## src/rtl/movavg_pkg.sv

```systemverilog
// Shared types and arithmetic for the moving-average output stage.
// Both lanes travel together as one pair_t entry through the result FIFO.
package movavg_pkg;

    typedef logic [63:0] sample_t;

    typedef struct packed {
        sample_t a;
        sample_t b;
    } pair_t;

    localparam int DEFAULT_WARMUP = 2;

    // Divide a 4-sample sum by 4 with round-half-up. The +2 needs the 65th bit,
    // otherwise sums near 2^64 would wrap before the shift.
    function automatic sample_t round_div4(input sample_t sum);
        logic [64:0] sum_ext;
        sum_ext = {1'b0, sum} + 65'd2;
        return sample_t'(sum_ext >> 2);
    endfunction

endpackage

```

## src/rtl/pair_fifo.sv

```systemverilog
// Small synchronous FIFO of result pairs with a registered read port.
// rdata always holds the head entry, so it is stable while nothing is popped.
module pair_fifo
    import movavg_pkg::*;
#(
    parameter int DEPTH = 4
) (
    input  logic  clk,
    input  logic  reset,
    input  logic  push,
    input  logic  pop,
    input  pair_t wdata,
    output pair_t rdata,
    output logic  full,
    output logic  empty
);

    localparam int AW = $clog2(DEPTH);

    pair_t          r_mem [DEPTH];
    pair_t          r_rdata;
    logic [AW:0]    r_wr_ptr;
    logic [AW:0]    r_rd_ptr;

    logic           w_do_push;
    logic           w_do_pop;
    logic [AW:0]    w_wr_next;
    logic [AW:0]    w_rd_next;
    logic           w_next_empty;

    // Equal pointers mean empty; equal index with opposite wrap bits means full.
    assign empty = (r_wr_ptr == r_rd_ptr);
    assign full  = (r_wr_ptr[AW] != r_rd_ptr[AW]) &&
                   (r_wr_ptr[AW-1:0] == r_rd_ptr[AW-1:0]);

    assign w_do_pop     = pop && !empty;
    assign w_do_push    = push && (!full || w_do_pop);
    assign w_wr_next    = w_do_push ? r_wr_ptr + (AW+1)'(1) : r_wr_ptr;
    assign w_rd_next    = w_do_pop  ? r_rd_ptr + (AW+1)'(1) : r_rd_ptr;
    assign w_next_empty = (w_wr_next == w_rd_next);

    // NOTE: sequential state uses non-blocking assignments so every flop
    // samples pre-edge values regardless of statement order.
    always_ff @(posedge clk or posedge reset) begin
        if (reset) begin
            r_wr_ptr <= '0;
            r_rd_ptr <= '0;
        end else begin
            r_wr_ptr <= w_wr_next;
            r_rd_ptr <= w_rd_next;
        end
    end

    // NOTE: the storage array is deliberately not reset; the pointers alone
    // define which entries are valid, and an unreset array maps onto RAM.
    always_ff @(posedge clk) begin
        if (w_do_push) begin
            r_mem[r_wr_ptr[AW-1:0]] <= wdata;
        end
    end

    // Load the next head; forward wdata when the entry being written becomes the head.
    always_ff @(posedge clk or posedge reset) begin
        if (reset) begin
            r_rdata <= '0;
        end else if ((w_do_push || w_do_pop) && !w_next_empty) begin
            if (w_do_push && (r_wr_ptr[AW-1:0] == w_rd_next[AW-1:0])) begin
                r_rdata <= wdata;
            end else begin
                r_rdata <= r_mem[w_rd_next[AW-1:0]];
            end
        end
    end

    assign rdata = r_rdata;

endmodule

```

## src/rtl/movavg_post.sv

```systemverilog
// Output stage of the two-lane moving-average adder: rounds each sum / 4, drops
// warm-up pairs, buffers results and reports overflow since the adder cannot stall.
module movavg_post
    import movavg_pkg::*;
#(
    parameter int DEPTH  = 4,
    parameter int WARMUP = DEFAULT_WARMUP,
    parameter int CNT_W  = 16
) (
    input  logic             clk,
    input  logic             reset,
    input  logic             sum_valid,
    input  logic [63:0]      sumA,
    input  logic [63:0]      sumB,
    output logic             out_valid,
    input  logic             out_ready,
    output logic [63:0]      avgA,
    output logic [63:0]      avgB,
    output logic             overflow,
    output logic [CNT_W-1:0] drop_count,
    input  logic             clear_ovf
);

    localparam int WU_W = (WARMUP > 0) ? $clog2(WARMUP + 1) : 1;

    logic [WU_W-1:0]  r_warm;
    logic             r_overflow;
    logic [CNT_W-1:0] r_drop_count;

    logic             w_warm_done;
    logic             w_full;
    logic             w_empty;
    logic             w_pop;
    logic             w_push;
    logic             w_drop;
    pair_t            w_wdata;
    pair_t            w_rdata;

    assign w_warm_done = (r_warm == '0);
    assign w_pop       = !w_empty && out_ready;
    assign w_wdata     = '{a: round_div4(sumA), b: round_div4(sumB)};

    // A pop in the same cycle frees the slot, so a full FIFO can still accept.
    always_comb begin
        // NOTE: every combinational output gets a default first, so no path
        // through the block can leave a value held and infer a latch.
        w_push = 1'b0;
        w_drop = 1'b0;
        if (sum_valid && w_warm_done) begin
            if (!w_full || w_pop) begin
                w_push = 1'b1;
            end else begin
                w_drop = 1'b1;
            end
        end
    end

    always_ff @(posedge clk or posedge reset) begin
        if (reset) begin
            r_warm <= WU_W'(WARMUP);
        end else if (sum_valid && !w_warm_done) begin
            r_warm <= r_warm - WU_W'(1);
        end
    end

    // Clear beats a concurrent drop; that drop is intentionally not counted.
    always_ff @(posedge clk or posedge reset) begin
        if (reset) begin
            r_overflow   <= 1'b0;
            r_drop_count <= '0;
        end else if (clear_ovf) begin
            r_overflow   <= 1'b0;
            r_drop_count <= '0;
        end else if (w_drop) begin
            r_overflow <= 1'b1;
            if (r_drop_count != '1) begin
                r_drop_count <= r_drop_count + CNT_W'(1);
            end
        end
    end

    pair_fifo #(
        .DEPTH (DEPTH)
    ) u_fifo (
        .clk   (clk),
        .reset (reset),
        .push  (w_push),
        .pop   (w_pop),
        .wdata (w_wdata),
        .rdata (w_rdata),
        .full  (w_full),
        .empty (w_empty)
    );

    assign out_valid  = !w_empty;
    assign avgA       = w_rdata.a;
    assign avgB       = w_rdata.b;
    assign overflow   = r_overflow;
    assign drop_count = r_drop_count;

endmodule

```

## config.mk

```make
export PLATFORM = sky130hd
export DESIGN_NAME = movavg_post
export DESIGN_NICKNAME = d
export VERILOG_FILES = /design/src/rtl/movavg_pkg.sv /design/src/rtl/pair_fifo.sv /design/src/rtl/movavg_post.sv
export SDC_FILE = /design/constraint.sdc
export NUM_CORES = 1
export LEC_CHECK = 0
export CORE_MARGIN = 2
export CORE_UTILIZATION = 37
export CTS_CLUSTER_SIZE = 40
export DETAILED_ROUTE_END_ITERATION = 7
export GPL_TIMING_DRIVEN = 0
export SETUP_SLACK_MARGIN = 0.1
export SYNTH_ARGS = -nofsm -noshare
export SYNTH_HDL_FRONTEND = slang
export SYNTH_SLANG_ARGS = --single-unit
```

## constraint.sdc

```tcl
create_clock -name clk -period 9.2 [get_ports clk]
set_input_delay 2.76 -clock clk [delete_from_list [all_inputs] [get_ports clk]]
set_output_delay 2.76 -clock clk [all_outputs]
set_load 0.01 [all_outputs]
```

# == Word-level counts from Yosys, hierarchy flattened ==
# Memories as Yosys holds them, arrays and structs flattened. A register that Yosys moved wholly into a read port is not among the register bits.
# Cells that the tools add are included.
# W data, S select, Z words.
# op_classes
add_sub_neg,6
eq_ne,6
muxes,14
n_reduce_logical,19
# ops
cell,n
$add A64 B2 Y65 const B,2
$mux W128,1
$mux W16,3
$add A16 B1 Y16 const B,1
$ne A16 B16 Y1 const B,1
$logic_and A1 B1 Y1,8
$mux W1,8
$add A3 B1 Y3 const B,2
$eq A3 B3 Y1,2
$mux W3,2
$eq A2 B2 Y1,2
$logic_not A1 Y1,4
$reduce_bool A2 Y1,2
$logic_or A1 B1 Y1,3
$logic_not A2 Y1,1
$reduce_and A2 Y1,1
$sub A2 B1 Y2 const B,1
$ne A1 B1 Y1,1
# word_totals
ff_bits,153
ramBits,504
in_bits,133
out_inout_bits,146
word_cells,53
mem_count,1
# mem_list
memory,depth,word_bits,read_ports,rd_clocked_by_memory_dff,write_ports,line,text
u_fifo.r_mem,4,126,1,1,1,pair_fifo.sv:20,pair_t r_mem [DEPTH];

# == Longest topological paths before layout ==
# depth
depth_word,11
mapped_depth,12
depth_no_buf,8

# == Hierarchy ==
# Synthesis repeated with hierarchy kept, for this count alone.
# hier_totals
cells_unflattened,2099
area_unflattened_um2,33453.3
# modules_own_cells
mod,instances,cells_each,area_each_um2,seq_area_each_um2
pair_fifo,1,1588,29802.3,18728.0
movavg_post,1,511,3651.0,476.7

# == Worst setup path after synthesis ==
# OpenSTA, ideal clock, no wires.
# synth_timing
kind,input-to-reg
start,input port sum_valid
end,memory u_fifo.r_mem[1][0] (netlist bit) (enable)
setup_ps,500
arrival_ps,6121
required_ps,8700
setup_slack_ps,2579
cell_stages,3
n_path_buf,0
path_cell_list,nand2_1 -> a41oi_2 -> and2_1
# synth_between
elab_chain_cells,5
# synth_lines
element,line,text
start: declaration,movavg_post.sv:12,"input logic sum_valid,"
$logic_and A1 B1 Y1,movavg_post.sv:49,if (sum_valid && w_warm_done) begin
$mux W1,movavg_post.sv:49,
$logic_and A1 B1 Y1,pair_fifo.sv:37,assign w_do_push = push && (!full || w_do_pop);
$mux W1,pair_fifo.sv:57,if (w_do_push) begin
$mux W1 (implied by the code),pair_fifo.sv:58,r_mem[r_wr_ptr[AW-1:0]] <= wdata;
end: declaration,pair_fifo.sv:20,
# No other way between the ends.

==> run summary <==
The run finished, with violations left. The final reports fail on design-rule violations. The transition time of the tightest slew-check pin came out at about 1.5 ns. The worst hold slack came out at 0.476 ns. Summing all multi-input logic gate instances after layout gives 13100 µm². The detailed router finished its first iteration with around 4200 violations.

Clock-pin slew was measured on the worst setup and hold paths at ~0.06 ns. The count of final setup violators came out at 0. The horizontal die dimension came out at about 300 µm. The minimum period implied by the final worst setup slack is roughly 7 ns. The area enclosed by the die boundary is between 90000 and 100000 µm². Summed over all nets, the switching power comes to slightly above 0.007 W. The sort of element at the start of the critical path is a primary input. After synthesis the cells add up to around 33000 µm². The cell internal power dissipation came out at around 0.0090 W. The number of warnings printed during yosys synthesis came out at 0. The fraction of power spent switching nets came out at between 40% and 50%.

Measured against its own limit, the worst slew margin works out to ~2.2%. The area share of the largest cell type after synthesis came out at a little under half. The total of flip-flops plus latches after synthesis is 655. Counting along the longest clock path gives a buffer depth of 3.

The average wire length per cell after detail routing came out at 31.4 µm. The number of gates resized after CTS was 0. The data arrival time of the critical path is 7.47 ns.

At the end of the flow, the number of nets in the layout was ~3300. The portion of the clock cycle consumed by the worst path in the final layout is about three quarters. The detail-routed via count per cell came out at ~6.5. Detailed placement finished with a half-perimeter wire length of 96700 µm. The total wire length after detailed routing is around 140000 µm.

The hold violation total from the final report came out at 0. The filler cells instantiated in the layout total between 8000 and 9000. The initial core utilization came out at 37.5%.

The placeable core area came out at approximately 89000 µm². Of all cell types, the one taking the most synthesized area is sky130_fd_sc_hd__edfxtp_1. The fraction of final layout cells sized beyond drive strength 1 came out at between 10% and 20%. After synthesis, the share of flip-flops with an asynchronous set or reset is a little under a quarter. The part of the power in the clock network came out at 18.6%. For this run, design rule violations remaining after detail routing come to 2. In this run the static leakage power is 13.6 nW. Yosys mapped a number of flops with a built-in enable equal to between 500 and 600. The port buffer count is 270. The number of rows in the core area is ~110. Across the routed clock network, the largest skew measured is between 0.02 and 0.03 ns. The largest net degree at the start of global routing came out at ~90. Counting instances in the post-synthesis netlist gives the leading cell types as sky130_fd_sc_hd__edfxtp_1 (504), sky130_fd_sc_hd__o221ai_1 (196), sky130_fd_sc_hd__o22ai_1 (191). The tree is rooted in a sky130_fd_sc_hd__clkbuf_16. From synthesis to final layout, the design area changed by 20.9%. The unique cell type count in the Yosys netlist came out at just under 90. The portion of total power attributed to combinational logic came out at about 56%. The first-pass GRT wire length is 191000 µm. After synthesis, the mean cell area works out to ~12 µm². By startpoint and endpoint, the worst setup path is classified as primary input to flop. Among all cell types in the netlist, the one instantiated most often is sky130_fd_sc_hd__edfxtp_1.

The launch instance of the worst register-to-register path is u_fifo.r_rd_ptr[1]$_DFF_PP0_. In this run the cell area measured after placement is ~38000 µm². The number of violations of the max-capacitance limit came out at 0. The number of post-CTS setup repair buffers is 0. Setup repair after global routing left no endpoint under its margin. The min-delay analysis places its worst path in the category flop to flop.

The count of nets left with antenna violations once routing finished came out at 0. The source-to-sink clock delay at the later pin of the worst-skew pair came out at between 0.6 and 0.7 ns. The level count of the clock H-tree is 3. The maximum operating frequency is 0.143 GHz.

The count of boundary I/O pins is between 200 and 300. In this run, post-CTS hold repair placed 0 buffers. The routed layout has ~29000 vias. The total routing resource utilization after global routing came out at between 20% and 30%.

The number of sinks handled by clock tree synthesis came out at 655. The worst hold path begins at r_warm[0]$_DFFE_PP0P_. The sequential fraction of the synthesis area came out at 57.0%. The initial antenna violation count came out at 9. The type of element capturing the critical path is a flop. By area the synthesized netlist is led by sky130_fd_sc_hd__edfxtp_1 (46%), sky130_fd_sc_hd__dfrtp_1 (11%), sky130_fd_sc_hd__o221ai_1 (5.2%).

The total iterations of the first detailed-routing run is 8. The number of buffers created by CTS is 76. IR analysis of the VDD net gives a maximum drop of ~0.25 mV. The TritonCTS clock tree is done. The post-route standard cell area excluding fillers came out at 40100 µm². The maximum fanout count along the critical path came out at 10. Tracing the worst setup path back leads to its startpoint at sumA[31].

The overall power consumption is roughly 0.016 W. The vertical extent of the die is around 300 µm. Dividing total power by cell area gives a power density of slightly above 400 nW/µm². The synthesized instance count is 2784.

The global-route congestion overflow total came out at 0. Among all flip-flop cells after synthesis, the most frequent one is sky130_fd_sc_hd__edfxtp_1. At the worst endpoint, the required time is 9.69 ns. The global placement routability congestion is approximately 0.95. The area of all sequential standard cells came out at around 19000 µm². Of the total power, registers draw between 20% and 30%.

The final number of max-transition violations came out at 0. The via count of the first global-routing pass was around 27000.
## worst max-delay path: stages
cell and delay, ns:
sky130_fd_sc_hd__clkdlybuf4s50_1 0.82, sky130_fd_sc_hd__inv_1 0.43, sky130_fd_sc_hd__nor4_2 1.04, sky130_fd_sc_hd__nand4_1 1.00, sky130_fd_sc_hd__o21a_1 0.47, sky130_fd_sc_hd__nor3_1 0.82
sky130_fd_sc_hd__o31ai_1 0.12
## sequential cells by signal, summed over array words and instances, names as in the netlist
name	cells
u_fifo.r_mem	504
u_fifo.rdata	126
drop_count	16
u_fifo.r_rd_ptr	3
u_fifo.r_wr_ptr	3
r_warm	2
overflow	1
## kinds of logic (layout without fill, tap and decap cells)
logic type	Yosys count	after routing	share of synthesized area, %
AOI/OAI and AO/OA	936	936	19.9
xor gates and xnor gates	110	110	2.95
adders and majority gates	9	9	0.339
buffers and inverters	297	719	3.83
DFF	655	655	57.0
muxes	179	179	6.70
other	1	6	0.0113
and+or+nand+nor	597	597	9.33
## per-layer routing
layer  vias up  wire length (µm)  track usage [%]
li1      11900                 -                -
met1     14100             52900             38.7
met2      2103             59200             43.1
met3       348             18000             8.44
met4         8              7240             14.5
met5         -                52                0
## power groups by stage
| stage | Sequential, W | Combinational, W | Clock [W] |
|---|---|---|---|
| 2_1_floorplan | 0.00429 | 0.00516 | 0 |
| 3_3_place_gp | 0.00428 | 0.00863 | 0 |
| 3_5_place_dp | 0.00422 | 0.00874 | 0 |
| 4_1_cts | 0.00417 | 0.00880 | 0.00302 |
| 5_1_grt | 0.00423 | 0.00940 | 0.00314 |
| 6_report | 0.00417 | 0.00902 | 0.00301 |
## worst paths after layout
path / to / slack (ns) / cells after the start
max: u_fifo.rdata[103]$_DFFE_PP0P_ / 2.21 / 7
min: r_warm[0]$_DFFE_PP0P_ / 0.48 / 1
max reg2reg: u_fifo.rdata[100]$_DFFE_PP0P_ / 4.75 / 10
min reg2reg: r_warm[0]$_DFFE_PP0P_ / 0.48 / 1
max in group asynchronous: u_fifo.rdata[30]$_DFFE_PP0P_ / 5.74 / 3
min in group asynchronous: u_fifo.rdata[98]$_DFFE_PP0P_ / 2.54 / 2
## layout by cell type (no fill, tap or decap), types with 17 or more instances in the layout
master / synthesis / routed
sky130_fd_sc_hd__mux2i_1: 95 / 95
sky130_fd_sc_hd__o22ai_1: 191 / 191
sky130_fd_sc_hd__and3_1: 29 / 29
sky130_fd_sc_hd__o21a_1: 37 / 37
sky130_fd_sc_hd__clkbuf_1: 136 / 160
sky130_fd_sc_hd__o21ai_0: 157 / 157
sky130_fd_sc_hd__nor2_1: 131 / 131
sky130_fd_sc_hd__dfrtp_1: 150 / 150
sky130_fd_sc_hd__nand4_1: 64 / 64
sky130_fd_sc_hd__a31oi_1: 30 / 30
sky130_fd_sc_hd__buf_1: 37 / 37
sky130_fd_sc_hd__clkbuf_16: 0 / 76
sky130_fd_sc_hd__xnor2_1: 74 / 74
sky130_fd_sc_hd__o31a_1: 17 / 17
sky130_fd_sc_hd__nor3_1: 55 / 54
sky130_fd_sc_hd__a21oi_1: 116 / 116
sky130_fd_sc_hd__mux2_4: 54 / 54
sky130_fd_sc_hd__mux2_2: 18 / 18
sky130_fd_sc_hd__nand3_1: 71 / 71
sky130_fd_sc_hd__nor4_1: 38 / 36
sky130_fd_sc_hd__a22o_1: 28 / 28
sky130_fd_sc_hd__o221ai_1: 196 / 196
sky130_fd_sc_hd__or2_2: 28 / 28
sky130_fd_sc_hd__nand2_1: 100 / 100
sky130_fd_sc_hd__buf_2: 44 / 44
sky130_fd_sc_hd__xor2_1: 34 / 34
sky130_fd_sc_hd__clkdlybuf4s50_1: 0 / 270
sky130_fd_sc_hd__a2111oi_0: 23 / 23
sky130_fd_sc_hd__inv_1: 60 / 59
sky130_fd_sc_hd__edfxtp_1: 504 / 504
## area by class of cell
class	instances	share of cell area, %
diodes	4	0.0249
plain buffers	236	2.60
flip-flops and latches	655	47.1
clock buffers	111	5.34
multi-input cells	1833	32.5
clock inverters	30	0.748
well taps	1165	3.63
inverters	61	0.589
repair buffers	281	7.42
## per-stage QoR
stage | cells | worst slack [ns] | utilization (%) | TNS [ns]
after global routing | 4374 | 2.39 | 45.3 | 0
after global placement | 4220 | -0.857 | 42.1 | -488.75
after floorplan | 2785 | 2.38 | - | 0
after detailed placement | 4231 | 1.98 | 42.5 | 0
final | 4376 | 2.21 | 45.3 | 0
after CTS | 4372 | 2.63 | 45.3 | 0
(Power assumes the default switching activity.)
